<file path="src/rtl/rsa_mont_const_if.sv">
// Control/result bundle between the Montgomery constant generator and its driver.
interface rsa_mont_const_if #(
   parameter int unsigned WIDTH = 8
);
   logic             ena;
   logic             start;
   logic             abort;
   logic [WIDTH-1:0] p;
   logic             busy;
   logic             done;
   logic             valid;
   logic             err;
   logic [WIDTH-1:0] const_out;

   // Requester side: enable controller / SPI command decoder
   modport master (
      output ena, start, abort, p,
      input  busy, done, valid, err, const_out
   );

   // Constant generator side
   modport slave (
      input  ena, start, abort, p,
      output busy, done, valid, err, const_out
   );
endinterface

</file>
<file path="src/rtl/rsa_mont_const.sv">
// Serial generator of the Montgomery constant R^2 mod P (R = 2^WIDTH),
// one modular doubling per enabled clock starting from r = 1.
module rsa_mont_const #(
   parameter int unsigned WIDTH = 8
) (
   input logic               clk,
   input logic               rst,
   rsa_mont_const_if.slave   bus
);
   localparam int unsigned CW    = $clog2(2 * WIDTH) + 1;
   localparam int unsigned ITERS = 2 * WIDTH;

   localparam logic [0:0] S_IDLE = 1'b0;
   localparam logic [0:0] S_CALC = 1'b1;

   logic [0:0]       state_q, state_d;
   logic [WIDTH-1:0] p_q, p_d;
   logic [WIDTH-1:0] r_q, r_d;
   logic [CW-1:0]    cnt_q, cnt_d;
   logic             busy_q, busy_d;
   logic             done_q, done_d;
   logic             valid_q, valid_d;
   logic             err_q, err_d;
   logic [WIDTH-1:0] const_q, const_d;

   logic [WIDTH:0]   dbl;
   logic [WIDTH:0]   r_next;
   logic             p_bad;

   // Modular doubling; r < p_q keeps a single conditional subtract sufficient
   assign dbl    = {r_q, 1'b0};
   assign r_next = (dbl >= {1'b0, p_q}) ? (dbl - {1'b0, p_q}) : dbl;
   assign p_bad  = ~bus.p[0] | (bus.p < WIDTH'(3));

   // Next-state and next-output decode
   always_comb begin
      state_d = state_q;
      p_d     = p_q;
      r_d     = r_q;
      cnt_d   = cnt_q;
      busy_d  = busy_q;
      done_d  = 1'b0;
      valid_d = valid_q;
      err_d   = err_q;
      const_d = const_q;

      if (!bus.ena) begin
         done_d = done_q;
      end else begin
         case (state_q)
            S_IDLE: begin
               if (bus.start && !bus.abort) begin
                  valid_d = 1'b0;
                  if (p_bad) begin
                     err_d  = 1'b1;
                     done_d = 1'b1;
                  end else begin
                     p_d     = bus.p;
                     r_d     = WIDTH'(1);
                     cnt_d   = '0;
                     err_d   = 1'b0;
                     busy_d  = 1'b1;
                     state_d = S_CALC;
                  end
               end
            end
            S_CALC: begin
               if (bus.abort) begin
                  busy_d  = 1'b0;
                  valid_d = 1'b0;
                  state_d = S_IDLE;
               end else begin
                  r_d   = r_next[WIDTH-1:0];
                  cnt_d = cnt_q + CW'(1);
                  if (cnt_q == CW'(ITERS - 1)) begin
                     const_d = r_next[WIDTH-1:0];
                     valid_d = 1'b1;
                     done_d  = 1'b1;
                     busy_d  = 1'b0;
                     state_d = S_IDLE;
                  end
               end
            end
            default: state_d = S_IDLE;
         endcase
      end
   end

   // State and output registers with synchronous reset
   always_ff @(posedge clk) begin
      if (rst) begin
         state_q <= S_IDLE;
         p_q     <= '0;
         r_q     <= '0;
         cnt_q   <= '0;
         busy_q  <= 1'b0;
         done_q  <= 1'b0;
         valid_q <= 1'b0;
         err_q   <= 1'b0;
         const_q <= '0;
      end else begin
         state_q <= state_d;
         p_q     <= p_d;
         r_q     <= r_d;
         cnt_q   <= cnt_d;
         busy_q  <= busy_d;
         done_q  <= done_d;
         valid_q <= valid_d;
         err_q   <= err_d;
         const_q <= const_d;
      end
   end

   assign bus.busy      = busy_q;
   assign bus.done      = done_q;
   assign bus.valid     = valid_q;
   assign bus.err       = err_q;
   assign bus.const_out = const_q;
endmodule
</file>
<file path="src/flat_wrapper.sv">
// flat-port wrapper written by rule: the top's interface ports become plain ports
module rsa_mont_const_flat 
#(
   parameter int unsigned WIDTH = 8
)
  (clk, rst, bus_ena, bus_start, bus_abort, bus_p, bus_busy, bus_done, bus_valid, bus_err, bus_const_out);
  rsa_mont_const_if #(.WIDTH(WIDTH)) bus_i ();
  input logic clk;
  input logic rst;
  input wire logic [$bits(bus_i.ena)-1:0] bus_ena;
  input wire logic [$bits(bus_i.start)-1:0] bus_start;
  input wire logic [$bits(bus_i.abort)-1:0] bus_abort;
  input wire logic [$bits(bus_i.p)-1:0] bus_p;
  output wire logic [$bits(bus_i.busy)-1:0] bus_busy;
  output wire logic [$bits(bus_i.done)-1:0] bus_done;
  output wire logic [$bits(bus_i.valid)-1:0] bus_valid;
  output wire logic [$bits(bus_i.err)-1:0] bus_err;
  output wire logic [$bits(bus_i.const_out)-1:0] bus_const_out;
  assign bus_i.ena = bus_ena;
  assign bus_i.start = bus_start;
  assign bus_i.abort = bus_abort;
  assign bus_i.p = bus_p;
  assign bus_busy = bus_i.busy;
  assign bus_done = bus_i.done;
  assign bus_valid = bus_i.valid;
  assign bus_err = bus_i.err;
  assign bus_const_out = bus_i.const_out;
  rsa_mont_const #(.WIDTH(WIDTH)) u_core (.clk(clk), .rst(rst), .bus(bus_i));
endmodule
</file>
<file path="config.mk">
export PLATFORM = sky130hd
export DESIGN_NAME = rsa_mont_const_flat
export DESIGN_NICKNAME = d
export VERILOG_FILES = /design/src/rtl/rsa_mont_const_if.sv /design/src/rtl/rsa_mont_const.sv /design/src/flat_wrapper.sv
export SDC_FILE = /design/constraint.sdc
export NUM_CORES = 1
export LEC_CHECK = 0
export ABC_AREA = 1
export BUFFER_PORTS_ARGS = -buffer_cell sky130_fd_sc_hd__buf_2
export CAP_MARGIN = 0
export CORE_ASPECT_RATIO = 1.75
export CORE_MARGIN = 1
export CORE_UTILIZATION = 45
export CTS_CLUSTER_SIZE = 10
export DETAILED_ROUTE_END_ITERATION = 8
export GPL_TIMING_DRIVEN = 1
export PLACE_DENSITY = 0.68
export SETUP_SLACK_MARGIN = 0.02
export SYNTH_ARGS = -nofsm -noshare
export SYNTH_HDL_FRONTEND = slang
export SYNTH_SLANG_ARGS = --single-unit
</file>
<file path="constraint.sdc">
create_clock -name clk -period 2.3 [get_ports clk]
set_input_delay 0.575 -clock clk [delete_from_list [all_inputs] [get_ports clk]]
set_output_delay 0.575 -clock clk [all_outputs]
set_load 0.03 [all_outputs]
</file>
==> qor.tcl <==
set qor(start_util_pct) 47.6
set qor(vdd_ir_drop_max_v) 0.000810
set qor(via_count) 1738
set qor(yosys.cell_types.count) 32
set qor(syn-mean-instance-area_um2) 6.95
set qor(syn_inst) 270
set qor(port_buffers) 24
set qor(post_route_cells_drive_above_1_share_pct) 16.4
set qor(post-synth-top-area-cell) {sky130_fd_sc_hd__dfxtp_1}
set qor(num-nets-final) 321
set qor(fin_crit_sh_pct) 80.0
set qor(post-cts-setup-buffers) 0
set qor(route.antenna.remaining_nets) 0
set qor(timing.critical_path.from) {u_core.r_q[1]$_SDFFE_PP0P_}
set qor(worst_r2r_startpoint) {u_core.r_q[1]$_SDFFE_PP0P_}
set qor(slowest_delay_ns) 0.36
set qor(cts-resized-gates) 0
set qor(post-route-util_pct) 55.2
set qor(die_height_um) 87.4
set qor(synthesis.nets) 294
set qor(finish.cell_count_without_fillers) 346
set qor(timing.critical_path.arrival_ns) 2.03
set qor(min_path_type) {register to register}
set qor(mappedNetlistArea_mm2) 0.00188
set qor(clock_latency_ns) 0.29
set qor(placeableCoreArea_mm2) 0.00394
set qor(dp.final_hpwl_um) 3480
set qor(hold_viol_final) 0
set qor(critical_path_required_ns) 2.49
set qor(synth-edff-count) 0
set qor(critical_path.max_fanout) 8
set qor(via_count_of_the_first_global_routing_pass) 1590
set qor(slew_headroom_pct) 74.4
set qor(wire_length_of_the_first_global_routing_pass_um) 7250
set qor(grt_overflow) 0
set qor(finalClockSkew_ns) 0.00723
set qor(grt_max_degree) 19
set qor(slew_at_the_pin_closest_to_its_max_slew_limit_ns) 0.383
set qor(synth.area.top_cells) {sky130_fd_sc_hd__dfxtp_1 36%, sky130_fd_sc_hd__nand2_1 13%, sky130_fd_sc_hd__a21oi_1 7.2%}
set qor(area.growth.synth_to_final_pct) 16.1
set qor(rows) 30
set qor(synth.top_cells.by_count) {63 x sky130_fd_sc_hd__nand2_1, 35 x sky130_fd_sc_hd__inv_1, 34 x sky130_fd_sc_hd__dfxtp_1, 28 x sky130_fd_sc_hd__nor2_1, 27 x sky130_fd_sc_hd__a21oi_1}
set qor(synth-seq-cells) 34
set qor(ys.flop_type) {sky130_fd_sc_hd__dfxtp_1}
set qor(vias_per_cell) 5.02
set qor(antenna_found_initial) 0
set qor(post-route-min-period_ns) 1.84
set qor(first_pass_iters) 4
set qor(clkSinkCount) 34
set qor(synth_largest_type_area_fraction_pct) 36.3
set qor(worstSetupStartpointType) {register}
set qor(power-per-cell-area_mw_per_mm2) 723
set qor(hold_path_startpoint) {u_core.p_q[2]$_SDFFE_PP0P_}
set qor(grt_usage_pct) 22.6
set qor(clk_path_buf_depth) 2
set qor(ys.warnings.count) 0
set qor(filler_cell_count) 428
set qor(timing.critical_path.slowest_stage_cell) {sky130_fd_sc_hd__ha_1}
set qor(ctsHoldBuffers) 0
set qor(total_cts_buffers) 5
set qor(route.final.wire_length_um) 4400
set qor(fmax_ghz) 0.544
set qor(run_status) {finished clean}
set qor(synth_async_sr_flop_share_pct) 0
set qor(clockRootBuffer) {sky130_fd_sc_hd__clkbuf_8}
set qor(power.static_leakage_nw) 1.08
set qor(die_area_mm2) 0.00444
set qor(cts_htree_levels) 2
set qor(timing.critical_path.mode_cell) {sky130_fd_sc_hd__nand2_1}
set qor(path_clk_slew_ns) 0.08
set qor(dieWidth_um) 50.8
set qor(crit_path_cell_trace) {ha_1 > or2_4 > nand3_2 > nand2_1 > nand2_2 > nand2_4 > nand2_1 > nand2_1 > o21ai_1 > inv_1}
set qor(max-cap-violations) 0
set qor(timing.critical_path.to_type) {register}
set qor(finalSetupTns_ns) 0
set qor(post-route-drc-count) 0
set qor(drt_first_iter_violations) 25
set qor(synthMostInstantiatedCell) {sky130_fd_sc_hd__nand2_1}
set qor(clock_tree_from_tritoncts) {done}
set qor(final_setup_violations) 0
set qor(global_placement_routability_congestion) 0.873
set qor(finalMaxSlewViolations) 0
set qor(placedCellCount) 338
set qor(grt_setup_unrepaired) {no}
set qor(path_class) {register to register}
set qor(route.detailed.wl_per_inst_um) 12.7
set qor(io_pins) 25
set qor(synth.yosys.seq_area_share_pct) 36.3
set qor(diodes) 0
==> final cells by class <==
class | instances | area, um2 | share of cell area, %
Multi-Input combinational cell | 191 | 1020 | 46.7
Inverter | 39 | 146 | 6.72
Tap cell | 48 | 60.1 | 2.76
Clock inverter | 3 | 68.8 | 3.16
Clock buffer | 5 | 68.8 | 3.16
Timing Repair Buffer | 26 | 135 | 6.21
Sequential cell | 34 | 681 | 31.3
==> placed cells by master, fill, tap and decap left out, types with 2 or more instances in the layout <==
cell type                   count
sky130_fd_sc_hd__nand3b_1       4
sky130_fd_sc_hd__o21ai_1        4
sky130_fd_sc_hd__a21oi_1       27
sky130_fd_sc_hd__nand3_1       15
sky130_fd_sc_hd__inv_2          4
sky130_fd_sc_hd__nand2_2        3
sky130_fd_sc_hd__dfxtp_1       34
sky130_fd_sc_hd__nand2_1       63
sky130_fd_sc_hd__buf_4          2
sky130_fd_sc_hd__o21ai_0       15
sky130_fd_sc_hd__nand4_1        2
sky130_fd_sc_hd__a21o_1         3
sky130_fd_sc_hd__nor2_1        28
sky130_fd_sc_hd__clkbuf_8       5
sky130_fd_sc_hd__buf_2         24
sky130_fd_sc_hd__nand3_2        2
sky130_fd_sc_hd__inv_1         35
sky130_fd_sc_hd__nor3_1         2
sky130_fd_sc_hd__xnor2_1        2
sky130_fd_sc_hd__bufinv_16      2
sky130_fd_sc_hd__ha_1          10
==> worst paths after layout <==
| kind | to | depth (start not counted) | slack [ns] |
|---|---|---|---|
| hold / removal | u_core.p_q[2]$_SDFFE_PP0P_ | 2 | 0.46 |
| hold reg to reg | u_core.p_q[2]$_SDFFE_PP0P_ | 2 | 0.46 |
| setup reg to reg | u_core.bus.const_out[5]$_SDFFE_PP0P_ | 10 | 0.46 |
| setup / recovery | u_core.bus.const_out[5]$_SDFFE_PP0P_ | 10 | 0.46 |
==> cell families after synthesis <==
group | share of synthesized area (%)
compound gates | 15.5
xor+xnor | 1.40
fa+ha+maj | 7.74
buf+inv | 9.47
flops | 36.3
simple gates | 29.6
==> critical path, delay by kind of cell (launching register included) <==
| kind | cells | cell delay (ns) |
|---|---|---|
| compound gates | 1 | 0.14 |
| flops | 1 | 0.34 |
| fa+ha+maj | 1 | 0.36 |
| simple gates | 7 | 0.85 |
| buf+inv | 1 | 0.05 |
==> flip-flops by register name, indices dropped and copies added, names as in the netlist <==
name and count:
u_core.p_q 8, u_core.bus.done 1, u_core.bus.err 1, u_core.bus.valid 1, u_core.r_q 8, u_core.bus.const_out 8
u_core.cnt_q 5, u_core.bus.busy 1, u_core.state_q 1
==> per-stage QoR <==
| step | setup slack, ns | hold slack, ns | cell area [um2] | total power [mW] |
|---|---|---|---|---|
| after floorplan | 0.654 | 0.433 | 1880 | 0.847 |
| after global placement | 0.478 | 0.449 | 2040 | 0.916 |
| after detailed placement | 0.432 | 0.456 | 2040 | 0.921 |
| after CTS | 0.479 | 0.467 | 2180 | 1.59 |
| after global routing | 0.278 | 0.482 | 2180 | 1.65 |
| final | 0.461 | 0.465 | 2180 | 1.57 |
==> report_power, final <==
group          internal (mW)  total (mW)  switching [mW]
sequential             0.601       0.610         0.00909
clock                  0.434       0.666           0.232
combinational         0.0986       0.299           0.200
total                   1.13        1.57           0.441
==> metal layers <==
metal	part of all wire [%]	up-vias	GRT usage [%]	routed length, um
met2	56	21	43.3	2450
met4	3.2	0	12.1	140
met5	0	-	0	0
li1	-	916	-	-
met3	1.8	10	3.66	79
met1	39	791	22.2	1730
(Power assumes the default switching activity.)
